==> src/rtl/dram_access_pkg.sv <==
// dram_access_pkg
// Shared definitions for the DRAM load/store controller.
//   DATA_WIDTH            : datapath width (fixed at 32)
//   SIZE_BYTE/HALF/WORD   : access size encodings carried on size_i
//   state_t, ST_*         : controller FSM state type and encodings
//   norm_size()           : folds the reserved size code 2'b11 onto word
package dram_access_pkg;

  localparam int DATA_WIDTH = 32;

  localparam logic [1:0] SIZE_BYTE = 2'b00;
  localparam logic [1:0] SIZE_HALF = 2'b01;
  localparam logic [1:0] SIZE_WORD = 2'b10;

  typedef logic [1:0] state_t;

  localparam state_t ST_IDLE  = 2'd0;
  localparam state_t ST_READ  = 2'd1;
  localparam state_t ST_WAIT  = 2'd2;
  localparam state_t ST_WRITE = 2'd3;

  // Size 2'b11 behaves exactly like a word access.
  function automatic logic [1:0] norm_size(input logic [1:0] size);
    return (size == 2'b11) ? SIZE_WORD : size;
  endfunction

endpackage

==> src/rtl/dram_access_ctrl_byte_lane_align.sv <==
// byte_lane_align
// Purely combinational lane steering used while the controller sits in WAIT.
// Ports:
//   i_word   [31:0] word just read from DRAM
//   i_offset [1:0]  byte offset of the access (already aligned to its size)
//   i_size   [1:0]  normalised access size (byte/half/word)
//   i_sign          1 = sign-extend load result, 0 = zero-extend
//   i_wdata  [31:0] right-justified store data
//   o_load   [31:0] extracted and extended load value
//   o_merged [31:0] i_word with the addressed lane(s) replaced by store data
module byte_lane_align
  import dram_access_pkg::*;
(
  input  logic [31:0] i_word,
  input  logic [1:0]  i_offset,
  input  logic [1:0]  i_size,
  input  logic        i_sign,
  input  logic [31:0] i_wdata,
  output logic [31:0] o_load,
  output logic [31:0] o_merged
);

  logic [7:0]  w_byte;
  logic [15:0] w_half;

  assign w_byte = i_word[{i_offset, 3'b000} +: 8];
  assign w_half = i_offset[1] ? i_word[31:16] : i_word[15:0];

  always_comb begin
    o_load = i_word;
    case (i_size)
      SIZE_BYTE: o_load = {{24{i_sign & w_byte[7]}}, w_byte};
      SIZE_HALF: o_load = {{16{i_sign & w_half[15]}}, w_half};
      default:   o_load = i_word;
    endcase
  end

  // Each lane decides independently whether it is overwritten and which
  // byte of the right-justified store data lands in it.
  genvar gi;
  generate
    for (gi = 0; gi < 4; gi++) begin : g_lane
      localparam logic [1:0] LANE = 2'(gi);
      logic       w_hit;
      logic [7:0] w_src;

      always_comb begin
        w_hit = 1'b1;
        w_src = i_wdata[8*gi +: 8];
        case (i_size)
          SIZE_BYTE: begin
            w_hit = (i_offset == LANE);
            w_src = i_wdata[7:0];
          end
          SIZE_HALF: begin
            w_hit = (i_offset[1] == LANE[1]);
            w_src = i_wdata[8*(gi%2) +: 8];
          end
          default: begin
            w_hit = 1'b1;
            w_src = i_wdata[8*gi +: 8];
          end
        endcase
      end

      assign o_merged[8*gi +: 8] = w_hit ? w_src : i_word[8*gi +: 8];
    end
  endgenerate

endmodule

==> src/rtl/dram_access_ctrl.sv <==
// dram_access_ctrl
// Load/store controller between the MEM stage and a word-addressed DRAM.
// Sub-word stores are done as read-modify-write; loads are returned
// lane-aligned and sign/zero extended. The MEM stage stalls on busy_o until
// the one-cycle done_o pulse.
// Optional feature macro: DRAM_ACCESS_MISALIGN_CHECK_EN
//   defined   : misaligned half/word accesses are rejected (done_o+misalign_o)
//   undefined : misalign_o is 0 and offending low address bits are cleared
// Ports:
//   clk, rst                 clock and synchronous active-high reset
//   req_i, we_i, size_i,     request (sampled only in IDLE): store/load,
//   sign_i, addr_i, wdata_i  size, extension, byte address, store data
//   rdata_o                  load result, held after done_o
//   done_o, busy_o           completion pulse / not-idle indication
//   misalign_o               qualifies done_o: access rejected
//   mem_addr_o, mem_data_o,  DRAM address (word aligned), write data,
//   mem_cs_o, mem_we_o       read strobe, write strobe
//   mem_data_i               DRAM read data (valid only at the WAIT edge)
module dram_access_ctrl
  import dram_access_pkg::*;
#(
  parameter int addr_width = 32,
  parameter int data_width = DATA_WIDTH
) (
  input  logic                  clk,
  input  logic                  rst,
  input  logic                  req_i,
  input  logic                  we_i,
  input  logic [1:0]            size_i,
  input  logic                  sign_i,
  input  logic [addr_width-1:0] addr_i,
  input  logic [data_width-1:0] wdata_i,
  output logic [data_width-1:0] rdata_o,
  output logic                  done_o,
  output logic                  busy_o,
  output logic                  misalign_o,
  output logic [addr_width-1:0] mem_addr_o,
  output logic [data_width-1:0] mem_data_o,
  output logic                  mem_cs_o,
  output logic                  mem_we_o,
  input  logic [data_width-1:0] mem_data_i
);

  state_t                r_state;
  logic                  r_we;
  logic [1:0]            r_size;
  logic                  r_sign;
  logic [1:0]            r_off;
  logic [data_width-1:0] r_wdata;
  logic [data_width-1:0] r_rdata;
  logic                  r_done;
  logic [addr_width-1:0] r_mem_addr;
  logic [data_width-1:0] r_mem_data;
  logic                  r_mem_cs;
  logic                  r_mem_we;

  logic [1:0]            w_size;
  logic [1:0]            w_off;
  logic                  w_reject;
  logic                  w_accept;
  logic [31:0]           w_load;
  logic [31:0]           w_merged;

  assign w_size   = norm_size(size_i);
  assign w_accept = (r_state == ST_IDLE) && req_i;

  // Offset as the access will be performed: low bits that would straddle
  // the access size are dropped. With the check enabled such requests are
  // rejected before the offset matters.
  always_comb begin
    w_off = addr_i[1:0];
    case (w_size)
      SIZE_HALF: w_off = {addr_i[1], 1'b0};
      SIZE_WORD: w_off = 2'b00;
      default:   w_off = addr_i[1:0];
    endcase
  end

`ifdef DRAM_ACCESS_MISALIGN_CHECK_EN
  logic w_misalign;
  logic r_misalign;

  assign w_misalign = ((w_size == SIZE_HALF) && addr_i[0]) ||
                      ((w_size == SIZE_WORD) && (addr_i[1:0] != 2'b00));
  assign w_reject   = w_misalign;

  always_ff @(posedge clk) begin
    if (rst) begin
      r_misalign <= 1'b0;
    end else begin
      r_misalign <= w_accept && w_misalign;
    end
  end

  assign misalign_o = r_misalign;
`else
  assign w_reject   = 1'b0;
  assign misalign_o = 1'b0;
`endif

  byte_lane_align u_align (
    .i_word   (mem_data_i),
    .i_offset (r_off),
    .i_size   (r_size),
    .i_sign   (r_sign),
    .i_wdata  (r_wdata),
    .o_load   (w_load),
    .o_merged (w_merged)
  );

  always_ff @(posedge clk) begin
    if (rst) begin
      r_state    <= ST_IDLE;
      r_we       <= 1'b0;
      r_size     <= SIZE_BYTE;
      r_sign     <= 1'b0;
      r_off      <= 2'b00;
      r_wdata    <= '0;
      r_rdata    <= '0;
      r_done     <= 1'b0;
      r_mem_addr <= '0;
      r_mem_data <= '0;
      r_mem_cs   <= 1'b0;
      r_mem_we   <= 1'b0;
    end else begin
      r_done <= 1'b0;
      case (r_state)
        ST_IDLE: begin
          if (w_accept) begin
            r_we       <= we_i;
            r_size     <= w_size;
            r_sign     <= sign_i;
            r_off      <= w_off;
            r_wdata    <= wdata_i;
            r_mem_addr <= {addr_i[addr_width-1:2], 2'b00};
            if (w_reject) begin
              // Rejected: complete immediately without touching DRAM.
              r_done <= 1'b1;
            end else if (we_i && (w_size == SIZE_WORD)) begin
              r_state    <= ST_WRITE;
              r_mem_we   <= 1'b1;
              r_mem_data <= wdata_i;
            end else begin
              r_state  <= ST_READ;
              r_mem_cs <= 1'b1;
            end
          end
        end
        ST_READ: begin
          r_state  <= ST_WAIT;
          r_mem_cs <= 1'b0;
        end
        ST_WAIT: begin
          // DRAM data is only valid at this edge; consume it now.
          if (r_we) begin
            r_state    <= ST_WRITE;
            r_mem_data <= w_merged;
            r_mem_we   <= 1'b1;
          end else begin
            r_state <= ST_IDLE;
            r_rdata <= w_load;
            r_done  <= 1'b1;
          end
        end
        ST_WRITE: begin
          r_state  <= ST_IDLE;
          r_mem_we <= 1'b0;
          r_done   <= 1'b1;
        end
        default: r_state <= ST_IDLE;
      endcase
    end
  end

  assign busy_o     = (r_state != ST_IDLE);
  assign rdata_o    = r_rdata;
  assign done_o     = r_done;
  assign mem_addr_o = r_mem_addr;
  assign mem_data_o = r_mem_data;
  assign mem_cs_o   = r_mem_cs;
  assign mem_we_o   = r_mem_we;

endmodule

==> config.mk <==
export PLATFORM = sky130hd
export DESIGN_NAME = dram_access_ctrl
export DESIGN_NICKNAME = d
export VERILOG_FILES = /design/src/rtl/dram_access_pkg.sv /design/src/rtl/dram_access_ctrl_byte_lane_align.sv /design/src/rtl/dram_access_ctrl.sv
export SDC_FILE = /design/constraint.sdc
export NUM_CORES = 1
export LEC_CHECK = 0
export CORE_ASPECT_RATIO = 1.75
export CORE_MARGIN = 3
export CORE_UTILIZATION = 47
export CTS_CLUSTER_SIZE = 8
export DETAILED_ROUTE_END_ITERATION = 10
export GPL_TIMING_DRIVEN = 0
export HOLD_SLACK_MARGIN = 0.05
export PLACE_DENSITY = 0.8
export SLEW_MARGIN = 20
export SYNTH_ARGS = -nofsm -noshare
export SYNTH_HDL_FRONTEND = slang
export SYNTH_SLANG_ARGS = --single-unit
==> constraint.sdc <==
create_clock -name clk -period 1.9 [get_ports clk]
set_input_delay 0.19 -clock clk [delete_from_list [all_inputs] [get_ports clk]]
set_output_delay 0.19 -clock clk [all_outputs]
set_load 0.02 [all_outputs]
# After elaboration in Yosys (flattened, before gate mapping)
# Cells that the tools add are included.
# W data, S select, Z words.
[op_classes]
add_sub_neg = 0
mul = 0
div = 0
n_lt_le_gt_ge = 0
eq_ne = 14
n_shift = 1
n_mux = 32
bitwise_logic = 4
reduce_logical = 15
[ops]
columns = ["cell", "n"]
rows = [
  ["$pmux W32 S2", 2],
  ["$mux W32", 3],
  ["$mux W8", 6],
  ["$shiftx A32 B6 Y8", 1],
  ["$mux W16", 1],
  ["$pmux W8 S2", 1],
  ["$eq A2 B2 Y1 const B", 6],
  ["$pmux W1 S2", 6],
  ["$eq A2 B1 Y1 const B", 4],
  ["$mux W2", 4],
  ["$pmux W2 S4", 1],
  ["$reduce_and A4 Y1", 2],
  ["$logic_not A2 Y1", 3],
  ["$mux W1", 6],
  ["$ne A2 B2 Y1 const B", 3],
  ["$reduce_bool A2 Y1", 3],
  ["$pmux W2 S2", 1],
  ["$reduce_and A2 Y1", 2],
  ["$pmux W1 S3", 1],
  ["$reduce_and A3 Y1", 1],
  ["$reduce_bool A3 Y1", 1],
  ["$and A1 B1 Y1", 2],
  ["$logic_and A1 B1 Y1", 2],
  ["$ne A2 B1 Y1 const B", 1],
  ["2 further kinds", 3],
]
[totals]
register_bits = 137
latchBits = 0
mem_bits_rw = 0
rom_bits = 0
in_bits = 103
word_cells = 78
mem_count = 0

# Longest topological paths before layout
[logic_depth]
depth_word = 7
depth_mapped = 8
ltp_nobuf = 4

# Modules after synthesis
# A second synthesis with hierarchy kept.
[unflattened]
hier_cells = 848
hier_area_um2 = 6998.0
[by_module_without_submodules]
columns = ["mod", "n_inst", "cells_each", "area_each_um2", "seq_area_each_um2"]
rows = [
  ["dram_access_ctrl", 1, 646, 5420.2, 2742.6],
  ["byte_lane_align", 1, 202, 1577.8, 0.0],
]

# Worst setup path after synthesis
# Ideal clock, no wire load.
[synth_timing]
path_type = "register to register"
start = "register r_off[1]"
end = "register r_rdata[20], in the netlist rdata_o[20]"
setup_ps = 134
arrival_ps = 1433
path_slack_ps = 333
stages_incl_launch_ff = 6
n_path_buf = 2
period_less_slack_ps = 1567
path_cell_list = "dfxtp_1 -> buf_2 -> mux4_2 -> a31oi_4 -> buf_6 -> a211oi_1"
[synth_between]
elab_chain_cells = 3
[synth_lines]
columns = ["item", "line", "source"]
rows = [
  ["start: declaration", "dram_access_ctrl.sv:48", "logic [1:0] r_off;"],
  ["start signal: assignment", "dram_access_ctrl.sv:133", "r_off <= w_off;"],
  ["$shiftx A32 B6 Y8 / $mux W16 (equally long branches)", "dram_access_ctrl_byte_lane_align.sv:26, dram_access_ctrl_byte_lane_align.sv:27", ""],
  ["$and A1 B1 Y1, on equally long branches", "dram_access_ctrl_byte_lane_align.sv:32, dram_access_ctrl_byte_lane_align.sv:33", ""],
  ["$pmux W32 S2 (*)", "dram_access_ctrl_byte_lane_align.sv:31", "case (i_size)"],
  ["end signal: assignment", "dram_access_ctrl.sv:161", "r_rdata <= w_load;"],
  ["end: declaration", "dram_access_ctrl.sv:50", "logic [data_width-1:0] r_rdata;"],
]
# Mark *: on every way between the ends. The rest lies on a longest branch, timed or not.
# A chain may end at the register's enable or synchronous reset.

# Worst setup path in the final report
[layout_timing]
start = "register r_size[1]"
end = "register r_mem_data[31], in the netlist mem_data_o[31]"
[layout_between]
elab_chain_cells = 5
[layout_lines]
columns = ["item", "line", "source"]
rows = [
  ["start: declaration", "dram_access_ctrl.sv:46", "logic [1:0] r_size;"],
  ["start signal: assignment", "dram_access_ctrl.sv:131", "r_size <= w_size;"],
  ["$eq A2 B1 Y1 / $logic_not A2 Y1 (equally long branches)", "dram_access_ctrl_byte_lane_align.sv:50", "case (i_size)"],
  ["$pmux W8 S2 / $pmux W1 S2 (equally long branches)", "dram_access_ctrl_byte_lane_align.sv:50", ""],
  ["$mux W8 (*)", "dram_access_ctrl_byte_lane_align.sv:66", "assign o_merged[8*gi +: 8] = w_hit ? w_src : i_word[8*gi +: 8];"],
  ["$mux W32 (*)", "dram_access_ctrl.sv:155", "if (r_we) begin"],
  ["$pmux W32 S2 (*)", "dram_access_ctrl.sv:127", "case (r_state)"],
  ["end signal: assignment", "dram_access_ctrl.sv:142", "r_mem_data <= wdata_i;"],
  ["end signal: assignment", "dram_access_ctrl.sv:157", "r_mem_data <= w_merged;"],
  ["end: declaration", "dram_access_ctrl.sv:53", "logic [data_width-1:0] r_mem_data;"],
]
# Mark *: on every way between the ends. The rest lies on a longest branch, timed or not. The select of a mux whose other input is x is not followed.

==> results.json <==
{
  "drc": 0,
  "worstPathArrival_ns": 2.08,
  "dr.first_iter.drc_count": 576,
  "crit_family": "compound AO/OA/AOI/OAI gates",
  "tightest_slew_ns": 0.8200,
  "min_period_over_period_pct": 95.32,
  "nFillCells": 1167,
  "worstPathCellList": "buf_2 > clkinvlp_4 > o21a_1 > a221oi_1 > o41ai_1",
  "pin_count": 204,
  "hp-class": "input pin to flip-flop",
  "irDropWorstVdd_mv": 0.7894,
  "overflow": 0,
  "antenna_found_initial": 0,
  "setup_viol_count_final": 0,
  "htreeDepth": 4,
  "post_synth.cell_area_avg_um2": 7.943,
  "layout-drive-gt1-share_pct": 11.02,
  "synth_ff_type": "dfxtp_1",
  "ant_nets": 0,
  "hold_ws_ns": 0.3175,
  "finish.utilization_pct": 69.82,
  "syn-cell-area_mm2": 0.006593,
  "syn_inst": 830,
  "ys_top_cells_by_area": "dfxtp_1 (42%), nand2_1 (11%), a21oi_1 (7.7%), nor2_1 (5.1%), a211oi_1 (4.9%)",
  "synthMostInstantiatedCell": "nand2_1",
  "clockBufferDepth": 2,
  "synth_top_area_share_pct": 41.60,
  "worstPathRequired_ns": 2.17,
  "path_buf_inv": 2,
  "period_needed_ns": 1.811,
  "rsz0062_at_grt": "yes",
  "async_flop_share_pct": 0,
  "routedWlPerCell_um": 21.08,
  "io_buffer_count": 199,
  "fin_ws_ns": 0.08886,
  "cts_tree": "done",
  "die_y_um": 162.7,
  "critPathKind": "flip-flop to flip-flop",
  "core_area_mm2": 0.01359,
  "synth_edf_count": 0,
  "fmax_mhz": 552.1,
  "grt_pass1_wl_um": 39060,
  "cp-end-kind": "flip-flop",
  "fp-row-count": 56,
  "root_buffer": "clkbuf_16",
  "cts.sink_count": 137,
  "drv_slew": 0,
  "clkTransAtPathRegs_ns": 0.06,
  "worstSetupStartpoint": "r_size[1]$_SDFFE_PP0P_",
  "yosysWarnings": 0,
  "synth.distinct_cells": 43,
  "die_x_um": 95.53,
  "synth_seq_area_share_pct": 41.60,
  "synth_common_cells": "nand2_1 (191), dfxtp_1 (137), a21oi_1 (102)",
  "critPathLaunchType": "flip-flop",
  "powerDensity_mw_per_mm2": 872.2,
  "antennaDiodeCount": 0,
  "dpl.hpwl_um": 20140,
  "viasPerCell": 5.854,
  "globalplace.congestion": 0.9970,
  "hold_viol_final": 0,
  "worstReg2RegStart": "r_size[1]$_SDFFE_PP0P_",
  "worst_slew_margin_rel_pct": 45.33,
  "synth_area_leader_cell": "dfxtp_1",
  "ys_seq_elements": 137,
  "nets": 1152,
  "leakage_nw": 3.505,
  "cts_setup_buffers": 0,
  "cp_slowest_cell": "a221oi_1",
  "area_delta_synth_final_pct": 43.96,
  "totalWireLength_um": 26060,
  "first_global_vias": 7235,
  "pre_cts_slack_ns": -0.3188,
  "seq_area_mm2": 0.002743,
  "num_vias": 7235,
  "holdBufCountCts": 0,
  "multiInputGateArea_mm2": 0.003506,
  "grt_max_degree": 17,
  "final.setup_skew_ns": 0.01052,
  "status": "complete, no violations",
  "maxCapViolCount": 0,
  "numCtsBuffers": 17,
  "initial_core_util_pct": 48.50,
  "drt_first_pass_iters": 6,
  "grt_usage_pct": 33.45,
  "hp-start": "addr_i[20]",
  "dieArea_mm2": 0.01554,
  "power_mw": 8.277,
  "clk_latency_ns": 0.42,
  "critical_path_peak_fanout": 10,
  "cpPeakStageDelay_ns": 0.44
}
power by group:
| group | internal (mW) | leakage (nW) | total [mW] | switching (mW) |
|---|---|---|---|---|
| registers | 3.06 | 1.12 | 3.18 | 0.127 |
| logic | 0.724 | 2.10 | 1.67 | 0.947 |
| clock network | 2.08 | 0.284 | 3.42 | 1.34 |
| total | 5.86 | 3.51 | 8.28 | 2.42 |
final cells by class:
class / instances / area share (%)
Buffer: 78 / 4.100
Clock buffer: 19 / 4.562
Clock inverter: 13 / 1.793
Inverter: 10 / 0.4351
Multi-Input combinational cell: 606 / 36.94
Sequential cell: 137 / 28.90
Tap cell: 174 / 2.294
Timing Repair Buffer: 199 / 20.98
metrics by stage:
step	std cells	setup TNS [ns]	instance area (µm²)
final	1236	0	9490
after global routing	1236	-0.02141	9490
after CTS	1237	-0.1818	9419
after detailed placement	1205	-17.58	8810
after global placement	1205	-15.50	8810
after floorplan	832	0	6600
final timing paths:
path | endpoint | cells past startpoint | slack (ns)
setup reg to reg | mem_data_o[31]$_SDFFE_PP0P_ | 5 | 0.09
hold reg to reg | mem_addr_o[15]$_SDFFE_PP0P_ | 2 | 0.45
hold / removal | mem_addr_o[20]$_SDFFE_PP0P_ | 3 | 0.32
setup / recovery | mem_data_o[31]$_SDFFE_PP0P_ | 5 | 0.09
registers in the layout (all words and copies together), names as in the netlist:
| signal | count |
|---|---|
| mem_data_o | 32 |
| r_wdata | 32 |
| rdata_o | 32 |
| mem_addr_o | 30 |
| r_off | 2 |
| r_size | 2 |
| r_state | 2 |
| done_o | 1 |
| mem_cs_o | 1 |
| mem_we_o | 1 |
| r_sign | 1 |
| r_we | 1 |
tightest hold or removal path, delay by kind of cell:
kind,cells,cell delay (ns)
AO/OA/AOI/OAI,1,0.05
buffers and inverters,1,0.39
AND/OR/NAND/NOR,1,0.05
kinds of logic after synthesis:
| family | count (synthesis) | synth area share, % |
|---|---|---|
| AND/OR/NAND/NOR | 343 | 22.85 |
| AO/OA/AOI/OAI | 250 | 26.72 |
| buffers and inverters | 89 | 6.263 |
| flip-flops | 137 | 41.60 |
| multiplexers | 10 | 2.505 |
| other | 1 | 0.05688 |
placed cells by master, fill, tap and decap left out, types with 8 or more instances in the layout:
cell type	count
nand2b_1	9
o2111ai_1	15
nand4_1	8
nand3b_1	18
nor3b_1	8
a21o_1	16
dfxtp_1	137
a211oi_1	43
clkbuf_1	32
nor2b_1	11
nand2_1	191
inv_1	9
buf_2	27
a22oi_1	8
o41ai_2	12
a21oi_1	101
a211o_1	8
mux2_4	8
o21ai_0	14
nor2_1	87
clkdlybuf4s50_1	198
clkbuf_16	17
o221ai_1	8
clkbuf_2	8
routing by layer:
layer	up-vias	global-route usage, %	part of all wire [%]
met5	-	0	0
li1	3346	-	-
met1	3406	33.98	35
met4	0	20.98	7.0
met2	366	60.72	53
met3	117	6.149	5.6
repair_timing:
item	CTS	global route
resized for setup	3	29
pin swaps	0	0
setup endpoints to repair	4	74
Note: power is estimated with default switching activity, not from simulation.
